File: config.mk
export PLATFORM = sky130hd
export DESIGN_NAME = i2s_receiver_flat
export DESIGN_NICKNAME = d
export VERILOG_FILES = /design/src/rtl/i2s_receiver_pkg.sv /design/src/rtl/i2s_receiver_if.sv /design/src/rtl/i2s_receiver_sync_edge_detect.sv /design/src/rtl/i2s_receiver.sv /design/src/flat_wrapper.sv
export SDC_FILE = /design/constraint.sdc
export NUM_CORES = 1
export LEC_CHECK = 0
export ABC_CLOCK_PERIOD_IN_PS = 2700
export CORE_UTILIZATION = 45
export CTS_BUF_LIST = sky130_fd_sc_hd__clkbuf_8 sky130_fd_sc_hd__clkbuf_16
export DETAILED_ROUTE_END_ITERATION = 16
export HOLD_SLACK_MARGIN = 0.03
export PLACE_DENSITY = 0.65
export RECOVER_POWER = 100
export SLEW_MARGIN = 20
export SYNTH_ARGS = -nofsm -noshare
export SYNTH_HDL_FRONTEND = slang
export SYNTH_HIERARCHICAL = 1
export SYNTH_SLANG_ARGS = --single-unit
File: constraint.sdc
create_clock -name CLOCK_50 -period 2.7 [get_ports CLOCK_50]
set_input_delay 0.27 -clock CLOCK_50 [delete_from_list [all_inputs] [get_ports CLOCK_50]]
set_output_delay 0.27 -clock CLOCK_50 [all_outputs]
set_load 0.02 [all_outputs]
File: src/rtl/i2s_receiver_pkg.sv
// Shared types and constants for the I2S receive path.
package i2s_pkg;

    localparam int I2S_SAMPLE_WIDTH = 16;
    localparam int I2S_MIN_BCLK_DIV = 6;

    typedef enum logic [1:0] {
        WAIT_SYNC,
        SKIP,
        SHIFT,
        HOLD
    } i2s_state_t;

endpackage

File: src/rtl/i2s_receiver_if.sv
// Codec-side serial lines plus the deserialised sample outputs of the I2S receiver.
interface i2s_receiver_if #(
    parameter int SAMPLE_WIDTH = i2s_pkg::I2S_SAMPLE_WIDTH
);
    logic                    bclk;
    logic                    lrclk;
    logic                    sdata;
    logic [SAMPLE_WIDTH-1:0] left_sample;
    logic [SAMPLE_WIDTH-1:0] right_sample;
    logic [SAMPLE_WIDTH-1:0] mono_sample;
    logic                    sample_valid;
    logic                    frame_error;

    modport master (
        output bclk, lrclk, sdata,
        input  left_sample, right_sample, mono_sample, sample_valid, frame_error
    );

    modport slave (
        input  bclk, lrclk, sdata,
        output left_sample, right_sample, mono_sample, sample_valid, frame_error
    );
endinterface

File: src/rtl/i2s_receiver_sync_edge_detect.sv
// Multi-stage synchroniser for an asynchronous level with a registered one-cycle rise tick.
module sync_edge_detect #(
    parameter int SYNC_STAGES = 2
) (
    input  logic i_clk,
    input  logic i_rst,
    input  logic i_async,
    output logic o_rise
);
    logic [SYNC_STAGES-1:0] r_sync;
    logic                   r_prev;
    logic                   r_rise;

    always_ff @(posedge i_clk or posedge i_rst) begin
        if (i_rst) begin
            r_sync <= '0;
            r_prev <= 1'b0;
            r_rise <= 1'b0;
        end else begin
            r_sync <= {r_sync[SYNC_STAGES-2:0], i_async};
            r_prev <= r_sync[SYNC_STAGES-1];
            r_rise <= r_sync[SYNC_STAGES-1] & ~r_prev;
        end
    end

    assign o_rise = r_rise;
endmodule

File: src/rtl/i2s_receiver.sv
// Slave I2S receiver: oversamples BCLK/LRCLK/SDATA and emits 16-bit stereo pairs.
// Optional I2S_RX_MONO_SUM_EN adds a registered (L+R)>>>1 mono output.
module i2s_receiver
    import i2s_pkg::*;
#(
    parameter int SAMPLE_WIDTH = I2S_SAMPLE_WIDTH,
    parameter int SYNC_STAGES  = 2
) (
    input  logic          CLOCK_50,
    input  logic          reset,
    i2s_receiver_if.slave bus
);
    localparam int            CW       = (SAMPLE_WIDTH > 1) ? $clog2(SAMPLE_WIDTH) : 1;
    localparam logic [CW-1:0] LAST_BIT = CW'(SAMPLE_WIDTH - 1);

    i2s_state_t              r_state;
    i2s_state_t              w_state_next;
    logic [SYNC_STAGES-1:0]  r_lrclk_sync;
    logic [SYNC_STAGES-1:0]  r_sdata_sync;
    logic                    w_bclk_rise;
    logic                    w_lrclk_s;
    logic                    w_sdata_s;
    logic                    w_lr_edge;
    logic                    w_latch;
    logic                    w_short;
    logic                    w_emit_pair;
    logic                    r_lrclk_prev;
    logic                    r_lr_seen;
    logic                    r_left_valid;
    logic                    r_sample_valid;
    logic                    r_frame_error;
    logic [CW-1:0]           r_bit_cnt;
    logic [SAMPLE_WIDTH-2:0] r_shift;
    logic [SAMPLE_WIDTH-1:0] w_word;
    logic [SAMPLE_WIDTH-1:0] r_left_hold;
    logic [SAMPLE_WIDTH-1:0] r_left;
    logic [SAMPLE_WIDTH-1:0] r_right;

    sync_edge_detect #(.SYNC_STAGES(SYNC_STAGES)) u_bclk_sync (
        .i_clk   (CLOCK_50),
        .i_rst   (reset),
        .i_async (bus.bclk),
        .o_rise  (w_bclk_rise)
    );

    always_ff @(posedge CLOCK_50 or posedge reset) begin
        if (reset) begin
            r_lrclk_sync <= '0;
            r_sdata_sync <= '0;
        end else begin
            r_lrclk_sync <= {r_lrclk_sync[SYNC_STAGES-2:0], bus.lrclk};
            r_sdata_sync <= {r_sdata_sync[SYNC_STAGES-2:0], bus.sdata};
        end
    end

    assign w_lrclk_s   = r_lrclk_sync[SYNC_STAGES-1];
    assign w_sdata_s   = r_sdata_sync[SYNC_STAGES-1];
    assign w_word      = {r_shift, w_sdata_s};
    assign w_emit_pair = w_latch && w_lrclk_s && r_left_valid;

    always_ff @(posedge CLOCK_50 or posedge reset) begin
        if (reset) r_state <= WAIT_SYNC;
        else       r_state <= w_state_next;
    end

    // The rise that reveals a new LRCLK level is the delay bit itself, so SKIP
    // only needs one clock to arm SHIFT before the MSB rise arrives.
    always_comb begin
        w_state_next = r_state;
        w_latch      = 1'b0;
        w_short      = 1'b0;
        w_lr_edge    = w_bclk_rise && r_lr_seen && (w_lrclk_s != r_lrclk_prev);
        case (r_state)
            WAIT_SYNC: if (w_lr_edge) w_state_next = SKIP;
            SKIP:      w_state_next = SHIFT;
            SHIFT: begin
                if (w_lr_edge) begin
                    w_short      = 1'b1;
                    w_state_next = SKIP;
                end else if (w_bclk_rise && (r_bit_cnt == LAST_BIT)) begin
                    w_latch      = 1'b1;
                    w_state_next = HOLD;
                end
            end
            HOLD:      if (w_lr_edge) w_state_next = SKIP;
            default:   w_state_next = WAIT_SYNC;
        endcase
    end

    always_ff @(posedge CLOCK_50 or posedge reset) begin
        if (reset) begin
            r_lrclk_prev   <= 1'b0;
            r_lr_seen      <= 1'b0;
            r_left_valid   <= 1'b0;
            r_sample_valid <= 1'b0;
            r_frame_error  <= 1'b0;
            r_bit_cnt      <= '0;
            r_shift        <= '0;
            r_left_hold    <= '0;
            r_left         <= '0;
            r_right        <= '0;
        end else begin
            r_sample_valid <= 1'b0;
            r_frame_error  <= 1'b0;
            if (w_bclk_rise) begin
                r_lrclk_prev <= w_lrclk_s;
                r_lr_seen    <= 1'b1;
            end
            if (r_state == SKIP) begin
                r_bit_cnt <= '0;
            end else if ((r_state == SHIFT) && w_bclk_rise && !w_short) begin
                r_shift   <= w_word[SAMPLE_WIDTH-2:0];
                r_bit_cnt <= r_bit_cnt + 1'b1;
            end
            if (w_short) begin
                r_frame_error <= 1'b1;
                r_left_valid  <= 1'b0;
            end
            if (w_latch && !w_lrclk_s) begin
                r_left_hold  <= w_word;
                r_left_valid <= 1'b1;
            end else if (w_latch) begin
                r_left_valid <= 1'b0;
            end
            if (w_emit_pair) begin
                r_left         <= r_left_hold;
                r_right        <= w_word;
                r_sample_valid <= 1'b1;
            end
        end
    end

    assign bus.left_sample  = r_left;
    assign bus.right_sample = r_right;
    assign bus.sample_valid = r_sample_valid;
    assign bus.frame_error  = r_frame_error;

`ifdef I2S_RX_MONO_SUM_EN
    logic [SAMPLE_WIDTH-1:0] r_mono;
    logic [SAMPLE_WIDTH-1:0] w_mono_next;

    assign w_mono_next = SAMPLE_WIDTH'(($signed({r_left_hold[SAMPLE_WIDTH-1], r_left_hold})
                                      + $signed({w_word[SAMPLE_WIDTH-1], w_word})) >>> 1);

    always_ff @(posedge CLOCK_50 or posedge reset) begin
        if (reset)            r_mono <= '0;
        else if (w_emit_pair) r_mono <= w_mono_next;
    end

    assign bus.mono_sample = r_mono;
`else
    assign bus.mono_sample = '0;
`endif
endmodule

File: src/flat_wrapper.sv
// flat-port wrapper written by rule: the top's interface ports become plain ports
module i2s_receiver_flat import i2s_pkg::*;
#(
    parameter int SAMPLE_WIDTH = I2S_SAMPLE_WIDTH,
    parameter int SYNC_STAGES  = 2
)
  (CLOCK_50, reset, bus_bclk, bus_lrclk, bus_sdata, bus_left_sample, bus_right_sample, bus_mono_sample, bus_sample_valid, bus_frame_error);
  i2s_receiver_if #(.SAMPLE_WIDTH(SAMPLE_WIDTH)) bus_i ();
  input  logic CLOCK_50;
  input  logic reset;
  input wire logic [$bits(bus_i.bclk)-1:0] bus_bclk;
  input wire logic [$bits(bus_i.lrclk)-1:0] bus_lrclk;
  input wire logic [$bits(bus_i.sdata)-1:0] bus_sdata;
  output wire logic [$bits(bus_i.left_sample)-1:0] bus_left_sample;
  output wire logic [$bits(bus_i.right_sample)-1:0] bus_right_sample;
  output wire logic [$bits(bus_i.mono_sample)-1:0] bus_mono_sample;
  output wire logic [$bits(bus_i.sample_valid)-1:0] bus_sample_valid;
  output wire logic [$bits(bus_i.frame_error)-1:0] bus_frame_error;
  assign bus_i.bclk = bus_bclk;
  assign bus_i.lrclk = bus_lrclk;
  assign bus_i.sdata = bus_sdata;
  assign bus_left_sample = bus_i.left_sample;
  assign bus_right_sample = bus_i.right_sample;
  assign bus_mono_sample = bus_i.mono_sample;
  assign bus_sample_valid = bus_i.sample_valid;
  assign bus_frame_error = bus_i.frame_error;
  i2s_receiver #(.SAMPLE_WIDTH(SAMPLE_WIDTH), .SYNC_STAGES(SYNC_STAGES)) u_core (.CLOCK_50(CLOCK_50), .reset(reset), .bus(bus_i));
endmodule
==> PnR_summary.wiki <==
{| class="wikitable"
! Metric !! Value
|-
| Fraction of final layout cells sized beyond drive strength 1 || 0.322
|-
| Tightest hold margin || between 0.2 and 0.3 ns
|-
| Vias in the first global route || 1700
|-
| Total power density per cell area || ~630 nW/um2
|-
| GRT Overall Usage || 0.151
|-
| Number of warning messages in the yosys log || 6
|-
| Via density per instance || between 4 and 5
|-
| Die area || 7850 um2
|-
| Row Count || 31
|-
| Class of the worst hold path || in -> async
|-
| Number of nets still failing antenna checks after routing || 0
|-
| F_max || 0.431 GHz
|-
| Fill count || 628
|-
| Effective utilization at floorplan || 0.465
|-
| Port buffer count || 38
|-
| Area share of the leading cell type in the synthesized netlist || 0.608
|-
| Placed cell count || 353
|-
| Total Wirelength || 5020 um
|-
| Final-layout setup total negative slack || 0 ns
|-
| Total of hold buffers inserted after clock tree synthesis || 0
|-
| Antenna violations before repair || 0
|-
| Async set-or-reset flop fraction in the synthesized netlist || 1.00
|-
| Biggest area consumer among synthesized cells || dfrtp_1
|-
| DRT Pass-1 Iters || 4
|-
| Final cell area excluding filler cells || slightly below 4000 um2
|-
| Clock transition at the registers of the reported paths || around 0.08 ns
|-
| Setup Viol. Count Final || 0
|-
| Pin count of the biggest net entering global routing || 51
|-
| Critical register-to-register path startpoint || u_core/r_state[0]
|-
| Cell count along the critical path || 6
|-
| Run status || complete, no violations
|-
| Worst setup SP type || flip-flop
|-
| Sequential area share after synthesis || 0.608
|-
| Reg-to-reg endpoint || u_core/bus.left_sample[3]
|-
| Global-route wire length before repair || ~8700 um
|-
| Total congestion overflow after global routing || 0
|-
| Most frequently used cell type in the post-synthesis netlist || dfrtp_1
|-
| Number of flops mapped to enable cells by yosys || 0
|-
| Area taken by multi-input logic gates || 1110 um2
|-
| Violation count after the first detailed-routing iteration || 84
|-
| Mean area per synthesized cell || ~15 um2
|-
| Cells along the critical path || inv_1 -> ha_1 -> nand2_1 -> a2111oi_2 -> clkbuf_1 -> mux2_2
|-
| DRC violations left || 0
|-
| Commonest register cell after synthesis || dfrtp_1
|-
| Clk Latency, worst-skew pair || 0.34 ns
|-
| Final critical-path share of the clock period || 0.859
|-
| Chip width || around 89 um
|-
| Worst setup path endpoint || u_core/bus.left_sample[3]
|-
| Cell leakage power || 2.02 nW
|-
| Critical path peak fanout || 9
|-
| Die Y || 88.6 um
|-
| Synthesized netlist cell count || ~220
|-
| Cell area after placement || 3800 um2
|-
| Routed wire per std cell || 13.6 um
|-
| Cell variety after synth || 32
|-
| Type of the setup path with the least slack || reg -> reg
|-
| Stage delay of the slowest cell on the critical path || 0.46 ns
|-
| Crit path time final || roughly 2.3 ns
|-
| TritonCTS clock tree || done
|-
| Top Family by Delay on Critical Path || buffers and inverters
|-
| Placeable core area || a little over 7000 um2
|-
| Commonest cells in the synthesized netlist || dfrtp_1 (82), mux2_2 (63), buf_4 (16)
|-
| CTS-repair resized insts || 0
|-
| CP max stage cell || clkbuf_1
|-
| Relative area change from synthesis to final layout || 17.3%
|-
| Main area contributors after synthesis || dfrtp_1 (61%), mux2_2 (21%), buf_4 (3.6%)
|-
| Number of top-level pins || 55
|-
| Worst slew slack as a fraction of its limit || 0.140
|-
| Worst reg-to-reg setup slack || 0.38 ns
|-
| Count of final max-slew check failures || 0
|-
| Count of state elements after synthesis || 82
|-
| Postcts setup bufs || 0
|-
| Clk sink count || 82
|-
| Antenna diode instance count || 0
|-
| RSZ-0062 raised after global routing || false
|-
| Number of maximum-capacitance violations || 0
|-
| IR drop worst, VDD || 365 uV
|-
| Post-synth design cell area || 3370 um2
|-
| CTS Root Buffer Type || clkbuf_8
|-
| Worst Path Arrival || 2.55 ns
|-
| Count of final hold-check violations || 0
|-
| Number of standard cells in the layout, taps in and fillers out || about 370
|-
| CTS max path bufs || 2
|-
| Slew @ Worst Pin || 1.28 ns
|-
| Worst Setup End Kind || flip-flop
|-
| Number of vias in the routed layout || 1811
|-
| Critical path data required time || 2.93 ns
|-
| Launch point of the worst path || u_core/r_state[0]
|-
| Half-perimeter wire length after placement || 3350 um
|-
| Area used by sequential logic in the layout || 2050 um2
|-
| Routability congestion estimate from global placement || 0.760
|-
| Worst Reg-to-Reg Cells || 6
|-
| Clock buffers created by TritonCTS || 9
|-
| Final Skew || 0.00709 ns
|-
| Nets || 274
|-
| Buffers & Inverters on Critical Path || 2
|-
| Total number of H-tree levels || 3
|}
-- power by group --
part	internal (mW)	switching [mW]	leakage, nW
Combinational	0.0897	0.136	0.802
Clock	0.529	0.445	0.111
Sequential	1.27	0.0396	1.11
-- cell families after synthesis --
| logic type | count (synthesis) | synth area share |
|---|---|---|
| muxes | 68 | 0.227 |
| DFF | 82 | 0.608 |
| and+or+nand+nor | 21 | 0.0360 |
| AOI/OAI and AO/OA | 13 | 0.0434 |
| buffers and inverters | 29 | 0.0616 |
| xor gates and xnor gates | 1 | 0.00816 |
| other | 1 | 0.00111 |
| adders and majority gates | 4 | 0.0148 |
-- per-stage QoR --
stage	power [mW]	utilization	worst slack (ns)
after floorplan	1.54	-	0.435
after global placement	1.57	0.524	0.555
after detailed placement	1.58	0.524	0.472
after CTS	2.57	0.555	0.439
after global routing	2.64	0.546	0.144
final	2.51	0.546	0.381
-- cell type report --
class / instances / share of cell area
Clock buffer: 9 / 0.0313
Clock inverter: 7 / 0.0250
Inverter: 5 / 0.00506
Multi-Input combinational cell: 123 / 0.280
Sequential cell: 82 / 0.518
Tap cell: 99 / 0.0313
Timing Repair Buffer: 44 / 0.109
-- cells in the final DEF (no fill, tap or decap), types with 3 or more instances in the layout --
cell and instances:
conb_1 16, nor2b_1 5, a21oi_1 3, inv_6 3, nor2_1 3, inv_1 4
mux2_1 4, buf_4 3, dfrtp_1 82, dlygate4sd3_1 38, mux2_2 63, ha_1 4
nand3_1 4, clkbuf_8 9
-- per-layer routing --
| layer | up-vias | part of all wire | global-route usage |
|---|---|---|---|
| met1 | 916 | 0.49 | 0.220 |
| li1 | 838 | - | - |
| met3 | 8 | 0.041 | 0.0336 |
| met2 | 49 | 0.45 | 0.214 |
| met5 | - | 0 | 0 |
| met4 | 0 | 0.016 | 0.0748 |
-- registers in the layout, indices dropped and copies added (netlist names), 2 cells and up --
register and cells:
u_core/bus.left_sample 16, u_core/r_bit_cnt 4, u_core/r_left_hold 16, u_core/r_state 2, u_core/r_shift 15, u_core/r_lrclk_sync 2, u_core/u_bclk_sync/r_sync 2, u_core/bus.right_sample 16
u_core/r_sdata_sync 2
-- worst register-to-register path, cell delays in order, from the launching register on --
cell,delay (ns)
dfrtp_1,0.42
inv_1,0.07
ha_1,0.28
nand2_1,0.19
a2111oi_2,0.39
clkbuf_1,0.46
mux2_2,0.40
-- how the worst min path moves through the flow --
stage	from	end	slack (ns)
after floorplan	reset	u_core/u_bclk_sync/o_rise	0.04
after global placement	u_core/u_bclk_sync/r_sync[0]	u_core/u_bclk_sync/r_sync[1]	0.33
after detailed placement	u_core/r_sdata_sync[0]	u_core/r_sdata_sync[1]	0.34
after CTS	reset	u_core/u_bclk_sync/r_sync[0]	0.14
after global routing	reset	u_core/u_bclk_sync/r_sync[1]	0.30
final	reset	u_core/u_bclk_sync/r_sync[1]	0.28
Power figures use the tool's default switching activity.
